`config.mk`:
```
export PLATFORM = sky130hd
export DESIGN_NAME = clock_div_multi
export DESIGN_NICKNAME = d
export VERILOG_FILES = /design/src/rtl/clock_div_multi_pkg.sv /design/src/rtl/clock_div_multi_channel.sv /design/src/rtl/clock_div_multi.sv
export SDC_FILE = /design/constraint.sdc
export NUM_CORES = 1
export LEC_CHECK = 0
export CAP_MARGIN = 20
export CORE_MARGIN = 1.5
export CORE_UTILIZATION = 43
export CTS_CLUSTER_DIAMETER = 200
export DETAILED_ROUTE_END_ITERATION = 8
export SETUP_SLACK_MARGIN = 0.3
export SYNTH_ARGS = -nofsm -noshare
export SYNTH_HDL_FRONTEND = slang
export SYNTH_SLANG_ARGS = --single-unit
export TNS_END_PERCENT = 100
```
`constraint.sdc`:
```
create_clock -name clk_in -period 6.6 [get_ports clk_in]
set_input_delay 1.32 -clock clk_in [delete_from_list [all_inputs] [get_ports clk_in]]
set_output_delay 1.32 -clock clk_in [all_outputs]
set_load 0.05 [all_outputs]
```
`src/rtl/clock_div_multi_pkg.sv`:
```
// Shared constants and types for the multi-channel programmable clock divider.
package clock_div_multi_pkg;

  localparam int MIN_DIV   = 2;
  localparam int DEF_DIV_W = 8;
  localparam int DEF_N_CH  = 4;

  typedef enum logic [1:0] {
    CFG_OK      = 2'b00,
    CFG_BAD_DIV = 2'b01,
    CFG_BAD_CH  = 2'b10
  } cfg_status_e;

  function automatic int ch_width(input int n);
    return (n > 1) ? $clog2(n) : 1;
  endfunction

endpackage

```
`src/rtl/clock_div_multi_channel.sv`:
```
// One divider channel: period counter, active/shadow divisor, 50%-duty clock
// built from a posedge term and its negedge copy, and a period-start strobe.
module clock_div_multi_channel #(
  parameter int   DIV_W   = 8,
  parameter int   RST_DIV = 4,
  parameter logic RST_EN  = 1'b1
) (
  input  logic             clk_in,
  input  logic             rst,
  input  logic             en,
  input  logic             sync,
  input  logic             wr,
  input  logic [DIV_W-1:0] wdata,
  output logic             pending,
  output logic             clk_out,
  output logic             strobe
);

  localparam logic [DIV_W-1:0] RST_D = DIV_W'(RST_DIV);
  localparam logic [DIV_W-1:0] ONE   = DIV_W'(1);

  logic [DIV_W-1:0] cnt;
  logic [DIV_W-1:0] cnt_nx;
  logic [DIV_W-1:0] active;
  logic [DIV_W-1:0] active_nx;
  logic [DIV_W-1:0] shadow;
  logic [DIV_W-1:0] shadow_nx;
  logic [DIV_W:0]   half_nx;
  logic             pending_nx;
  logic             pos_q;
  logic             pos_nx;
  logic             neg_q;
  logic             strobe_nx;
  logic             run;
  logic             armed;
  logic             live;

  // A channel held idle after reset (RST_EN=0) is armed by the first sync.
  assign live = en & (armed | sync);

  // Next count and divisor; the new divisor only takes effect at a wrap or sync.
  always_comb begin
    shadow_nx  = wr ? wdata : shadow;
    active_nx  = active;
    pending_nx = pending | wr;
    cnt_nx     = {DIV_W{1'b0}};
    if (!live) begin
      cnt_nx = {DIV_W{1'b0}};
    end else if (sync) begin
      active_nx  = shadow_nx;
      pending_nx = 1'b0;
    end else if (!run) begin
      cnt_nx = {DIV_W{1'b0}};
    end else if (cnt == active - ONE) begin
      active_nx  = shadow_nx;
      pending_nx = 1'b0;
    end else begin
      cnt_nx = cnt + ONE;
    end
    half_nx   = ({1'b0, active_nx} + {{DIV_W{1'b0}}, 1'b1}) >> 1'b1;
    pos_nx    = live & ({1'b0, cnt_nx} < half_nx);
    strobe_nx = live & (cnt_nx == {DIV_W{1'b0}});
  end

  // Channel state register.
  always_ff @(posedge clk_in) begin
    if (rst) begin
      cnt     <= {DIV_W{1'b0}};
      active  <= RST_D;
      shadow  <= RST_D;
      pending <= 1'b0;
      pos_q   <= 1'b0;
      strobe  <= 1'b0;
      run     <= 1'b0;
      armed   <= RST_EN;
    end else begin
      cnt     <= cnt_nx;
      active  <= active_nx;
      shadow  <= shadow_nx;
      pending <= pending_nx;
      pos_q   <= pos_nx;
      strobe  <= strobe_nx;
      run     <= live;
      armed   <= armed | sync;
    end
  end

  // Half-cycle delayed copy of pos_q; trims the high phase for odd divisors.
  always_ff @(negedge clk_in) begin
    if (rst) begin
      neg_q <= 1'b0;
    end else begin
      neg_q <= pos_q;
    end
  end

  assign clk_out = active[0] ? (pos_q & neg_q) : pos_q;

endmodule

```
`src/rtl/clock_div_multi.sv`:
```
// N_CH-channel runtime-programmable integer clock divider with shared
// configuration port and rejected-write reporting.
module clock_div_multi
  import clock_div_multi_pkg::*;
#(
  parameter int   N_CH    = DEF_N_CH,
  parameter int   CH_W    = ch_width(N_CH),
  parameter int   DIV_W   = DEF_DIV_W,
  parameter int   RST_DIV = 4,
  parameter logic RST_EN  = 1'b1
) (
  input  logic             clk_in,
  input  logic             rst,
  input  logic [N_CH-1:0]  en,
  input  logic             sync,
  input  logic             cfg_we,
  input  logic [CH_W-1:0]  cfg_ch,
  input  logic [DIV_W-1:0] cfg_div,
  output logic             cfg_err,
  output logic [N_CH-1:0]  pending,
  output logic [N_CH-1:0]  clk_out,
  output logic [N_CH-1:0]  strobe
);

  localparam logic [CH_W:0]    N_CH_L = (CH_W+1)'(N_CH);
  localparam logic [DIV_W-1:0] MIN_D  = DIV_W'(MIN_DIV);

  cfg_status_e status;
  logic        cfg_ok;

  // Classify the configuration write.
  always_comb begin
    if (cfg_div < MIN_D) begin
      status = CFG_BAD_DIV;
    end else if ({1'b0, cfg_ch} >= N_CH_L) begin
      status = CFG_BAD_CH;
    end else begin
      status = CFG_OK;
    end
  end

  assign cfg_ok = cfg_we & (status == CFG_OK);

  // One-cycle rejection pulse.
  always_ff @(posedge clk_in) begin
    if (rst) begin
      cfg_err <= 1'b0;
    end else begin
      cfg_err <= cfg_we & (status != CFG_OK);
    end
  end

  for (genvar i = 0; i < N_CH; i++) begin : g_ch
    localparam logic [CH_W-1:0] IDX = CH_W'(i);

    clock_div_multi_channel #(
      .DIV_W   (DIV_W),
      .RST_DIV (RST_DIV),
      .RST_EN  (RST_EN)
    ) u_ch (
      .clk_in  (clk_in),
      .rst     (rst),
      .en      (en[i]),
      .sync    (sync),
      .wr      (cfg_ok & (cfg_ch == IDX)),
      .wdata   (cfg_div),
      .pending (pending[i]),
      .clk_out (clk_out[i]),
      .strobe  (strobe[i])
    );
  end

endmodule

```
==> results of run 1 <==
-- how the worst max path moves through the flow --
stage	slack, ps	cells after the start	startpoint	endpoint
after global placement	800	2	g_ch[0].u_ch.neg_q	clk_out[0]
after CTS	320	2	g_ch[1].u_ch.neg_q	clk_out[1]
after detailed placement	790	2	g_ch[1].u_ch.neg_q	clk_out[1]
final	350	2	g_ch[0].u_ch.neg_q	clk_out[0]
after floorplan	1380	2	g_ch[0].u_ch.neg_q	clk_out[0]
after global routing	310	2	g_ch[0].u_ch.neg_q	clk_out[0]
-- through the flow --
step | hold WS, ps | cell area (sq um) | std cells
after CTS | 472 | 8880 | 1178
final | 470 | 8890 | 1179
after global placement | 459 | 8320 | 1143
after global routing | 505 | 8890 | 1179
after detailed placement | 459 | 8320 | 1143
after floorplan | 434 | 8080 | 955
-- cells in the mapped netlist, types with 5 or more instances --
library cell  number
nor2_1           105
or3_1              6
dfxtp_1          121
xor2_1            46
a211oi_1          15
buf_4             12
o211ai_1           6
and2_1            19
nand2_1           47
mux2_2            24
mux2i_1           47
o21a_1             5
nor2b_1           15
nand3_1           42
buf_6              7
nand4_1           16
ha_1              40
a21o_1             6
nor3_1            52
nand2b_1          10
a21oi_1           28
a31oi_1           12
clkbuf_1          41
o21ai_0           24
inv_1             26
buf_2             20
and3_1            18
xnor2_1           53
nand3b_1           8
-- power groups by stage --
stage          registers, uW  clock network (uW)  logic, uW
6_report                 776                 875        212
3_3_place_gp             792                4.72        210
2_1_floorplan            777                4.72        172
4_1_cts                  776                 888        214
3_5_place_dp             792                4.72        212
5_1_grt                  779                 925        233
-- cells in the final DEF (no fill, tap or decap), drive strengths merged, types with 24 or more instances in the layout --
| cell | Yosys | routed |
|---|---|---|
| xnor2 | 53 | 53 |
| dfxtp | 121 | 121 |
| nand2 | 47 | 47 |
| mux2 | 24 | 24 |
| nor2 | 106 | 106 |
| clkdlybuf4s50 | 0 | 26 |
| inv | 27 | 30 |
| xor2 | 46 | 46 |
| mux2i | 48 | 48 |
| ha | 40 | 40 |
| nor3 | 56 | 56 |
| a21oi | 28 | 28 |
| nand3 | 42 | 42 |
| o21ai | 28 | 28 |
-- state kept, by name, indices dropped and copies added (netlist names) --
| register | flops |
|---|---|
| cfg_err | 1 |
| g_ch.u_ch.active | 32 |
| g_ch.u_ch.armed | 4 |
| g_ch.u_ch.cnt | 32 |
| g_ch.u_ch.neg_q | 4 |
| g_ch.u_ch.pending | 4 |
| g_ch.u_ch.pos_q | 4 |
| g_ch.u_ch.run | 4 |
| g_ch.u_ch.shadow | 32 |
| g_ch.u_ch.strobe | 4 |
-- metal layers --
metal / GRT usage / up-vias / part of all wire
met1: 0.255 / 2979 / 0.49
met4: 0.0399 / 0 / 0.0074
met2: 0.325 / 50 / 0.48
met3: 0.0424 / 14 / 0.024
met5: 0 / - / 0
li1: - / 3335 / -
-- timing repair --
action                                  in CTS  in global routing
hold endpoints to repair                     0                  0
endpoints found under the setup margin       0                  3
resized for setup                            0                  3
setup buffers                                0                  0
hold buffers                                 0                  0
-- cells by family after synthesis --
group	Yosys count	share of synthesized area
and+or+nand+nor	376	0.246
AOI/OAI and AO/OA	138	0.124
DFF	121	0.300
buffers and inverters	109	0.0660
xor gates and xnor gates	99	0.107
muxes	72	0.0945
adders and majority gates	40	0.0620
-- cell type report --
class	instances	area (sq um)	area share
Sequential cell	121	2420	0.272
Clock inverter	17	120	0.0135
Tap cell	229	287	0.0322
Clock buffer	19	443	0.0498
Multi-Input combinational cell	725	5130	0.577
Timing Repair Buffer	42	393	0.0442
Inverter	26	97.6	0.0110
==> impl_metrics.json, run 1 <==
{
  "synth-seq-cells": 121,
  "grtUsageTotal": 0.193,
  "crit_required_ps": 5280,
  "path_delay_family": "buffers and inverters",
  "peakVddDrop_mv": 0.201,
  "ant_nets": 0,
  "whs_path_depth": 1,
  "drt-wirelength-per-cell_um": 15.5,
  "netSwitchingPower_uw": 501,
  "synthArstFlopShare": 0,
  "p_total_uw": 1860,
  "die_y_um": 140,
  "finClkSkew_ps": 24.8,
  "core-area_sq_um": 18200,
  "p_clk_frac": 0.470,
  "clk_latency_ps": 440,
  "start_util": 0.443,
  "viasPerCell": 5.41,
  "syn-cell-area_sq_um": 8080,
  "synth.yosys.warnings": 0,
  "critPathMaxFanout": 1,
  "finalWorstSetupSlack_ps": 347,
  "rsz0062_at_grt": "no",
  "r2r_cells": 19,
  "hold_end": "g_ch[1].u_ch.armed",
  "slew_viol_final": 0,
  "fin_tns_setup_ps": 0,
  "finalWirelength_um": 18300,
  "sw_frac_of_total": 0.269,
  "cp.arrival_ps": 4930,
  "place_hpwl_um": 13400,
  "reg2reg_from": "g_ch[1].u_ch.active[0]",
  "status": "complete, no violations",
  "synth.net_count": 1013,
  "h-tree-depth": 4,
  "nNetsFinal": 995,
  "root_buffer": "clkbuf_16",
  "grt_pass1_vias": 6086,
  "cap_viol_max_count": 0,
  "power_frac_comb": 0.114,
  "synth.distinct_cells": 76,
  "cts_num_sinks": 121,
  "final_util": 0.488,
  "cp-end-kind": "output port",
  "num_antenna_cells": 0,
  "clk_pin_slew_ps": 60,
  "grt_pass1_wl_um": 30700,
  "p_int_uw": 1360,
  "grt_antenna_before_repair": 0,
  "hp-start": "g_ch[1].u_ch.armed",
  "path_cells": "o21a_1 > clkdlybuf4s50_1",
  "timing.rr.end": "g_ch[1].u_ch.pos_q",
  "die_area_sq_um": 19600,
  "cts_max_path_buffers": 2,
  "drc": 0,
  "io_buffers": 30,
  "place_congestion": 0.819,
  "syn_to_final_growth_pct": 10.1,
  "vias": 6378,
  "timing.critical_path.buf_inv": 1,
  "critical_path_class": "flop to output port",
  "synth_area_leaders": "dfxtp_1, ha_1, mux2i_1",
  "die_x_um": 140,
  "avgSynthCellArea_sq_um": 8.46,
  "synth_top_area_share": 0.300,
  "first_iter_violations": 356,
  "ys.flop_type": "dfxtp_1",
  "cts_tree": "yes",
  "r2r_slack_ps": 1600,
  "leakagePower_uw": 0.00339,
  "cts_buffers": 17,
  "grt_max_degree": 42,
  "start_kind": "flop",
  "maxSlewHeadroom": 0.527,
  "seq_area_frac_synth": 0.300,
  "yosysTopAreaCell": "dfxtp_1",
  "pre_cts_ws_ps": 787,
  "synthCells": 955,
  "firstDrtPassIters": 5,
  "fillers": 1775,
  "power.share.sequential": 0.417,
  "ios": 31,
  "overflow": 0,
  "synth-edff-count": 0,
  "layout-drive-gt1-share": 0.102,
  "hold_viol": 0,
  "min_path_type": "flop to flop",
  "num_rows": 49,
  "power_density_nw_per_um2": 209,
  "worstMarginPinSlew_ps": 709,
  "finalSetupViolCount": 0,
  "critPathMaxStageDelay_ps": 790,
  "cp_slowest_cell": "clkdlybuf4s50_1"
}
(Power assumes the default switching activity.)
==> inputs of run 2 (changes only) <==
CTS_CLUSTER_SIZE = 30   (was default)
PLACE_DENSITY = 0.63   (was default)
==> impl_metrics.json, run 2 (synthesis gave the netlist of run 1 again) <==
{
  "slew_viol_final": 0,
  "nNetsFinal": 996,
  "layout-drive-gt1-share": 0.104,
  "io_buffers": 30,
  "vias": 6468,
  "cp-end-kind": "output port",
  "critPathMaxFanout": 1,
  "min_path_type": "flop to flop",
  "drc": 0,
  "viasPerCell": 5.48,
  "drt-wirelength-per-cell_um": 15.7,
  "start_util": 0.443,
  "mostFrequentLayoutCell": "dfxtp_1",
  "num_antenna_cells": 0,
  "grt_pass1_vias": 6159,
  "finClkSkew_ps": 22.9,
  "leakagePower_uw": 0.00348,
  "h-tree-depth": 4,
  "multiInputGateArea_sq_um": 5130,
  "clk_pin_slew_ps": 60,
  "finalWirelength_um": 18500,
  "num_rows": 49,
  "power_density_nw_per_um2": 225,
  "cts_num_sinks": 121,
  "place_congestion": 0.828,
  "die_x_um": 140,
  "critical_path_class": "flop to output port",
  "syn_to_final_growth_pct": 11.5,
  "fin_cells": 1180,
  "die_y_um": 140,
  "cts_max_path_buffers": 2,
  "place_hpwl_um": 13700,
  "rsz0062_at_grt": "no",
  "fin_tns_setup_ps": 0,
  "clk_latency_ps": 450,
  "cts_buffers": 17,
  "grt_antenna_before_repair": 0,
  "ios": 31,
  "firstDrtPassIters": 4,
  "grtUsageTotal": 0.199,
  "first_iter_violations": 421,
  "grt_max_degree": 31,
  "dp.cells": 1145,
  "cts_tree": "yes",
  "overflow": 0,
  "root_buffer": "clkbuf_16",
  "status": "complete, no violations",
  "peakVddDrop_mv": 0.204,
  "worstMarginPinSlew_ps": 897,
  "fillers": 1730,
  "grt_pass1_wl_um": 31300,
  "core-area_sq_um": 18200,
  "top_regs": "g_ch.u_ch.active: 32 flops, g_ch.u_ch.cnt: 32 flops, g_ch.u_ch.shadow: 32 flops",
  "finalSetupViolCount": 0,
  "cap_viol_max_count": 0,
  "maxSlewHeadroom": 0.402,
  "start_kind": "flop",
  "final_cell_mix": "dfxtp_1, nor2_1, xnor2_1",
  "cts_setup_buffers": 0,
  "cp.arrival_ps": 4550,
  "crit_required_ps": 5280,
  "die_area_sq_um": 19600,
  "ant_nets": 0,
  "regArea_sq_um": 2420,
  "hold_viol": 0
}
==> run 2: what timing repair did <==
item,4_1_cts,5_1_grt
gates resized for setup,0,4
setup endpoints to repair,0,4
hold buffers,0,0
==> run 2: worst paths after layout <==
path | cells past startpoint | startpoint | to | slack [ps]
worst min register to register | 1 | g_ch[1].u_ch.armed | g_ch[1].u_ch.armed | 480
worst max register to register | 22 | g_ch[2].u_ch.active[0] | g_ch[2].u_ch.pos_q | 1660
worst min-delay path | 1 | g_ch[1].u_ch.armed | g_ch[1].u_ch.armed | 480
worst max-delay path | 2 | g_ch[1].u_ch.neg_q | clk_out[1] | 730
==> run 2: area by class of cell <==
type                       instances  share of cell area
multi-input combinational        725               0.570
sequential                       121               0.269
clock buffer                      17              0.0472
timing repair buffer              43              0.0447
tap                              229              0.0318
clock inverter                    19              0.0264
inverter                          26              0.0108
==> run 2: report_power, final <==
part | internal [uW] | switching [uW] | total [uW]
Combinational | 86.8 | 126 | 213
Clock | 673 | 367 | 1040
Sequential | 753 | 23.8 | 776
==> run 2: critical path, cell delays in order (launching register included) <==
cell	delay (ps)
dfxtp_1	300
o21a_1	100
dlymetal6s2s_1	410
==> run 2: per-stage QoR <==
| step | power [uW] | hold WS [ps] | setup slack (ps) | instance area (sq um) | utilization |
|---|---|---|---|---|---|
| after detailed placement | 1010 | 467 | 798 | 8340 | 0.458 |
| final | 2030 | 475 | 726 | 9000 | 0.495 |
| after floorplan | 954 | 434 | 1380 | 8080 | - |
| after global routing | 2110 | 518 | 661 | 9000 | 0.495 |
| after global placement | 1010 | 450 | 797 | 8340 | 0.458 |
| after CTS | 2050 | 478 | 325 | 8990 | 0.494 |
==> run 2: layer usage <==
metal / GRT usage / share of wire / routed length, um
met2: 0.316 / 0.47 / 8630
met1: 0.265 / 0.48 / 8930
met5: 0 / 0 / 0
met3: 0.0410 / 0.029 / 539
met4: 0.0765 / 0.022 / 401
